<file path="src/rtl/step_sequencer.sv">
// step_sequencer: turns throttle slow_clk edges into single-cycle steps of a wrapping position counter,
// with a run/hold/idle FSM and blanking of the edge a rate change can produce.
module step_sequencer #(
  parameter int NUM_STEPS = 8,
  parameter int POS_W     = 3
) (
  input  logic             CLK_50,
  input  logic             reset,
  input  logic             slow_clk,
  input  logic [2:0]       freq_num,
  input  logic             run_en,
  input  logic             dir,
  input  logic             clear,
  output logic             step_pulse,
  output logic             wrap_pulse,
  output logic [POS_W-1:0] position,
  output logic [1:0]       state,
  output logic [2:0]       rate_q,
  output logic             freq_chg
);
  typedef enum logic [1:0] {IDLE = 2'b00, RUN = 2'b01, HOLD = 2'b10} state_t;
  localparam logic [POS_W-1:0] LAST = POS_W'(NUM_STEPS - 1);
  state_t state_q, state_d;
  logic s0_q, s1_q, s2_q;
  logic blank_q, blank_d, step_q, step_d, wrap_q, wrap_d, chg_q, chg_d;
  logic [POS_W-1:0] pos_q, pos_d;
  logic [2:0] rate_d;
  logic tick, chg, acc, at_end;
  always_comb begin
    tick    = s1_q & ~s2_q;
    chg     = freq_num != rate_q;
    rate_d  = freq_num;
    chg_d   = chg;
    // a tick coinciding with a fresh rate change is dropped and leaves blank armed
    blank_d = clear ? 1'b0 : chg ? 1'b1 : tick ? 1'b0 : blank_q;
    acc     = tick & ~blank_q & ~chg & ~clear & run_en & (state_q == RUN);
    at_end  = dir ? (pos_q == LAST) : (pos_q == '0);
    pos_d   = clear ? '0 : !acc ? pos_q : at_end ? (dir ? '0 : LAST)
            : dir ? pos_q + POS_W'(1) : pos_q - POS_W'(1);
    state_d = clear ? IDLE : run_en ? RUN : (state_q == IDLE) ? IDLE : HOLD;
    step_d  = acc;
    wrap_d  = acc & at_end;
  end
  always_ff @(posedge CLK_50 or posedge reset) begin
    if (reset) begin
      s0_q    <= 1'b0;
      s1_q    <= 1'b0;
      s2_q    <= 1'b0;
      blank_q <= 1'b0;
      rate_q  <= '0;
      chg_q   <= 1'b0;
      state_q <= IDLE;
      pos_q   <= '0;
      step_q  <= 1'b0;
      wrap_q  <= 1'b0;
    end else begin
      s0_q    <= slow_clk;
      s1_q    <= s0_q;
      s2_q    <= s1_q;
      blank_q <= blank_d;
      rate_q  <= rate_d;
      chg_q   <= chg_d;
      state_q <= state_d;
      pos_q   <= pos_d;
      step_q  <= step_d;
      wrap_q  <= wrap_d;
    end
  end
  assign step_pulse = step_q;
  assign wrap_pulse = wrap_q;
  assign position   = pos_q;
  assign state      = state_q;
  assign freq_chg   = chg_q;
endmodule

</file>
<file path="config.mk">
export PLATFORM = sky130hd
export DESIGN_NAME = step_sequencer
export DESIGN_NICKNAME = d
export VERILOG_FILES = /design/src/rtl/step_sequencer.sv
export SDC_FILE = /design/constraint.sdc
export NUM_CORES = 1
export LEC_CHECK = 0
export ABC_AREA = 1
export CAP_MARGIN = 20
export CORE_MARGIN = 2
export CORE_UTILIZATION = 50
export CTS_BUF_LIST = sky130_fd_sc_hd__clkbuf_8
export DETAILED_ROUTE_END_ITERATION = 10
export GPL_ROUTABILITY_DRIVEN = 0
export HOLD_SLACK_MARGIN = 0.15
export PLACE_DENSITY = 0.83
export SLEW_MARGIN = 15
export SYNTH_ARGS = -nofsm -noshare
export SYNTH_HDL_FRONTEND = slang
export SYNTH_SLANG_ARGS = --single-unit
</file>
<file path="constraint.sdc">
create_clock -name CLK_50 -period 2.1 [get_ports CLK_50]
set_input_delay 0.42 -clock CLK_50 [delete_from_list [all_inputs] [get_ports CLK_50]]
set_output_delay 0.42 -clock CLK_50 [all_outputs]
set_load 0.01 [all_outputs]
</file>
==> flow_summary_export.csv, run 1 <==
group,metric,value,unit
run_status,status,"finished clean",
routing,wl,1500,microns
finish,final.fill_count,108,
setup_path,cp_slowest_cell,"clkdlybuf4s50_1",
clock_network,cts_tree,"built",
setup_path,start_kind,"flop",
sta,fin_crit,1.65,ns
routing,firstDrtPassIters,4,
routing,wl_met1,587,microns
finish,layout_commonest_cell,"nand2_1",
sta,setup_violations,0,
clock_network,ctsResizeCount,0,
setup_path,r2r-start,"position[0]",
clock_network,path_clk_slew,0.06,ns
routing,num_vias,622,
global_route,grt_pass1_vias,627,
clock_network,cts_made_buffers,3,
global_route,antenna_found_initial,0,
synth,synth_nets,93,
setup_path,worst_ep_arrival_time,1.23,ns
synth,syn_area_per_cell,8.56,sq um
setup_path,critical_path_class,"reg -> out",
finish,regArea,375,sq um
synth,ys.warnings.count,0,
clock_network,cts_max_level,1,
setup_path,crit_buf_inv,1,
setup_path,crit_path_end_kind,"output pin",
setup_path,critPathMaxFanout,6,
routing,met2_wirelength,790,microns
setup_path,critPathRequiredTime,1.68,ns
synth,seq_area_frac_synth,52.8,%
die,dieArea,1740,sq um
setup_path,critPathLaunch,"position[2]",
power_and_ir_drop,p_leak,0.483,nW
clock_network,post_cts_buffers,0,
global_route,overflow,0,
routing,drt-vias-per-instance,5.14,
sta,skew,0.00171,ns
finish,mostFrequentLayoutCells,"nand2_1 (22), clkdlybuf4s50_1 (19), inv_1 (15), dfrtp_1 (15)",
global_route,track_usage,21.2,%
sta,worst_pin_slew,0.553,ns
die,core-area,1320,sq um
sta,final.setup.tns,0,ns
sta,fin_crit_sh,78.8,%
sta,finalHoldViolCount,0,
clock_network,clock_sinks,15,
synth,syn_inst,83,
global_route,grt_pass1_wl,2730,microns
die,row_count,13,
die,start_util,53.9,%
placement,dpl.hpwl,1160,microns
die,ios,20,
routing,ant_nets,0,
power_and_ir_drop,pwr-share-comb,12.1,%
sta,fmax,604,MHz
sta,slew_viol_final,0,
synth,synth_cell_type_count,17,
finish,multi_input_area,272,sq um
clock_network,worstSkewPairLatency,0.25,ns
sta,rsz0062_at_grt,"no",
setup_path,path_cells,"clkdlybuf4s50_1",
finish,fin_nets,117,
setup_path,crit_path_max_incr_delay,0.57,ns
routing,drc_errors,0,
power_and_ir_drop,peakVddDrop,0.000462,V
finish,n_antenna_cell,0,
routing,drt_first_iter_violations,20,
die,chipWidth,41.7,microns
sta,slew_headroom,63.1,%
power_and_ir_drop,fin_total_pwr,0.606,mW
finish,syn2layout_area_growth,35.7,%
power_and_ir_drop,intPower,0.464,mW
synth,synth_area,711,sq um
routing,dr_wl_met3,98,microns
clock_network,cts_buffer_depth,2,
power_and_ir_drop,power.density,628,nW/um^2
routing,dr.max_layer_used,"met4",
power_and_ir_drop,seq_power_share,50.8,%
placement,portBuffers,19,
hold_path,holdCritStartpoint,"s0_q",
clock_network,ctsHoldBuffers,0,
setup_path,crit_family,"buffers and inverters",
power_and_ir_drop,p_clk_share,37.1,%
flow_run,drv_cap,0,
global_route,grt_max_degree,16,
power_and_ir_drop,p_sw_share,23.5,%
clock_network,root_buffer,"clkbuf_8",
finish,drive_gt1_share,12.3,%
power_and_ir_drop,switchingPower,0.142,mW
synth,ys_ff_latch,15,
hold_path,hold_path_class,"reg -> reg",
routing,routedWlPerCell,12.4,microns
die,die_y,41.7,microns
per-stage QoR:
stage | hold WS (ns) | worst slack (ns) | std cells | area (sq um) | utilization (%)
4_1_cts | 0.376 | 0.442 | 121 | 965 | 73.2
3_5_place_dp | 0.359 | 0.256 | 117 | 920 | 69.8
3_3_place_gp | 0.335 | 0.311 | 117 | 920 | 69.8
6_report | 0.370 | 0.445 | 121 | 965 | 73.2
5_1_grt | 0.380 | 0.399 | 121 | 965 | 73.2
2_1_floorplan | 0.321 | 0.789 | 83 | 711 | -
logic make-up after synthesis:
group,Yosys count,synth area share (%)
adder cells (fa/ha/maj),1,2.82
flip-flops,15,52.8
XOR/XNOR,2,2.47
buffers and inverters,17,8.98
AND/OR/NAND/NOR,47,32.2
AO/OA/AOI/OAI,1,0.704
area by class of cell:
| type | count | share of cell area (%) |
|---|---|---|
| Clock buffer | 3 | 4.28 |
| Multi-Input combinational cell | 51 | 28.1 |
| Inverter | 17 | 6.61 |
| Sequential cell | 15 | 38.9 |
| Clock inverter | 1 | 0.389 |
| Tap cell | 15 | 1.95 |
| Timing Repair Buffer | 19 | 19.7 |
routing by layer:
metal	up-vias	track usage [%]
li1	297	-
met1	293	24.4
met2	27	36.6
met3	5	6.09
met4	0	9.03
met5	-	0
path summary, 6_finish.rpt:
path / slack, ns / depth (start not counted) / end
max in group asynchronous: 1.21 / 2 / state[1]
min in group asynchronous: 0.53 / 2 / step_pulse
worst min register to register: 0.37 / 0 / s1_q
worst min-delay path: 0.37 / 0 / s1_q
worst max register to register: 0.74 / 8 / position[2]
worst max-delay path: 0.45 / 1 / position[2]
power groups by stage:
stage               Combinational (mW)  Clock [mW]  Sequential (mW)
floorplan                       0.0333           0            0.314
global placement                0.0703           0            0.311
detailed placement              0.0735           0            0.313
CTS                             0.0745       0.226            0.308
global route                    0.0826       0.240            0.309
finish                          0.0733       0.225            0.308
synth_stat cells:
library cell | n | area share (%)
clkinv_1 | 1 | 0.53
nor2_2 | 2 | 1.8
nand2_2 | 2 | 1.8
nand3_2 | 2 | 2.8
o21ai_0 | 1 | 0.70
nor3_1 | 1 | 0.70
nand2_1 | 22 | 12
nor2_4 | 2 | 3.2
nand3_1 | 7 | 4.9
nor2_1 | 7 | 3.7
inv_1 | 14 | 7.4
xor2_1 | 1 | 1.2
xnor2_1 | 1 | 1.2
dfrtp_1 | 15 | 53
inv_2 | 2 | 1.1
nand4_1 | 2 | 1.8
fa_1 | 1 | 2.8
state kept, by name, indices dropped and copies added, names as in the netlist:
name        cells
position        3
rate_q          3
state           2
blank_q         1
freq_chg        1
s0_q            1
s1_q            1
s2_q            1
step_pulse      1
wrap_pulse      1
No activity file was read; power rests on OpenSTA's default activity.
==> run 2: changes to the inputs <==
Settings changed: CORE_UTILIZATION 50 to 43, PLACE_DENSITY 0.83 to 0.76.
Clock period 2.1 ns to 1.5 ns, I/O delays scaled along.
==> run 2 against run 1 <==
Against the previous run: register-to-register slack worse by 0.58 ns; total power is 40% higher; design area is 6.0% higher; die area is 15% higher; clock skew shrank 0.00082 ns; first-iteration DRC count down 35%; sequential cell count stayed put; hold slack got worse by 0.022 ns; clock power grew 36%; non-clock buffer count is 6 higher; largest power group unchanged.
==> flow_summary_export.csv, run 2 (synthesis results as in run 1) <==
group,metric,value,unit
run_status,status,"finished clean",
die,core-area,1520,sq um
finish,drive_gt1_share,18.8,%
clock_network,path_clk_slew,0.06,ns
sta,slew_viol_final,0,
routing,firstDrtPassIters,4,
die,row_count,14,
flow_run,drv_cap,0,
setup_path,crit_path_end_kind,"output pin",
sta,setup_ws,0.0444,ns
global_route,grt_pass1_vias,540,
clock_network,cts_made_buffers,3,
setup_path,path_cells,"clkdlybuf4s50_1",
sta,fin_crit,1.46,ns
power_and_ir_drop,power.density,828,nW/um^2
clock_network,post_cts_buffers,0,
sta,slew_headroom,83.6,%
setup_path,critPathRequiredTime,1.20,ns
sta,setup_violations,0,
global_route,grt_max_degree,16,
placement,preCtsSetupSlack,-0.168,ns
clock_network,cts_max_level,1,
sta,fmax,687,MHz
setup_path,worst_ep_arrival_time,1.16,ns
hold_path,holdCritStartpoint,"s0_q",
sta,finalHoldViolCount,0,
die,die_y,44.7,microns
setup_path,rr_worst_depth,5,
setup_path,critical_path_class,"reg -> out",
die,chipWidth,44.7,microns
setup_path,worstReg2RegEnd,"position[1]",
placement,place_area,966,sq um
sta,worst_pin_slew,0.246,ns
placement,portBuffers,19,
placement,dpl.hpwl,1020,microns
global_route,overflow,0,
setup_path,crit_path_max_incr_delay,0.55,ns
clock_network,worstSkewPairLatency,0.24,ns
routing,num_vias,588,
global_route,grt_pass1_wl,2240,microns
finish,syn2layout_area_growth,43.8,%
routing,wl,1310,microns
power_and_ir_drop,p_leak,0.582,nW
routing,routedWlPerCell,10.2,microns
hold_path,hold_path_class,"reg -> reg",
hold_path,holdPathEnd,"s1_q",
setup_path,cp_slowest_cell,"clkdlybuf4s50_1",
routing,ant_nets,0,
power_and_ir_drop,peakVddDrop,0.000919,V
finish,final.fill_count,131,
die,ios,20,
sta,skew,0.000887,ns
setup_path,start_kind,"flop",
clock_network,clock_sinks,15,
die,start_util,46.6,%
sta,final.setup.tns,0,ns
finish,fin_nets,123,
finish,mostFrequentLayoutCells,"nand2_1 (22), inv_1 (15), dfrtp_1 (14)",
setup_path,r2r_slack,0.16,ns
clock_network,cts_buffer_depth,2,
global_route,track_usage,15.4,%
hold_path,hold_path_depth,0,
routing,drc_errors,0,
finish,n_antenna_cell,0,
setup_path,crit_family,"buffers and inverters",
clock_network,root_buffer,"clkbuf_8",
setup_path,crit_buf_inv,1,
die,dieArea,1990,sq um
setup_path,cp.depth,1,
routing,drt_first_iter_violations,13,
clock_network,cts_tree,"built",
sta,fin_crit_sh,97.0,%
routing,drt-vias-per-instance,4.59,
setup_path,r2r-start,"position[0]",
global_route,antenna_found_initial,0,
setup_path,critPathMaxFanout,3,
finish,design_area,1020,sq um
finish,layout_commonest_cell,"nand2_1",
## run 2: cell count changes in the layout (fill, tap and decap cells not counted), sizes merged
cell	change
dlygate4sd2	+2
dlymetal6s2s	+4
clkdlybuf4s50	-6
buf	+6
## run 2: what timing repair did
action	in CTS	in global routing
gates resized for setup	3	5
gates cloned	0	0
hold buffers	0	0
pin swaps	0	0
endpoints found under the setup margin	2	5
## run 2: how the worst max path moves through the flow
stage                startpoint     endpoint  slack, ns
global placement            dir  position[2]      -0.11
detailed placement          dir  position[2]      -0.17
global route          rate_q[2]    rate_q[2]     -0.004
floorplan           position[0]  position[2]       0.19
CTS                   rate_q[0]    rate_q[0]       0.01
finish                rate_q[2]    rate_q[2]       0.04
## run 2: report_power, final
group,switching [mW],internal (mW)
Combinational,0.0534,0.0589
Sequential,0.0102,0.419
Clock,0.125,0.180
## run 2: area by class of cell
cell class                 instances  area (sq um)  share of cell area [%]
clock buffer                       3          41.3                    4.04
multi-input combinational         51           274                    26.8
inverter                          17          63.8                    6.24
sequential                        15           377                    36.8
tap                               16          20.0                    1.96
timing repair buffer              25           243                    23.7
clock inverter                     1          3.75                   0.367
## run 2: per-stage QoR
| step | power, mW | util, % | hold slack [ns] | std cells |
|---|---|---|---|---|
| after floorplan | 0.486 | - | 0.201 | 83 |
| after global placement | 0.548 | 63.4 | 0.336 | 124 |
| after detailed placement | 0.551 | 63.4 | 0.339 | 124 |
| after CTS | 0.859 | 66.3 | 0.353 | 128 |
| after global routing | 0.897 | 67.1 | 0.355 | 128 |
| final | 0.847 | 67.1 | 0.348 | 128 |
## run 2: layer usage
| metal | vias to the layer above | track usage (%) | share of wire (%) |
|---|---|---|---|
| li1 | 309 | - | - |
| met1 | 263 | 21.4 | 47 |
| met2 | 16 | 23.2 | 46 |
| met3 | 0 | 5.31 | 6.9 |
| met4 | 0 | 3.64 | 0 |
| met5 | - | 0 | 0 |
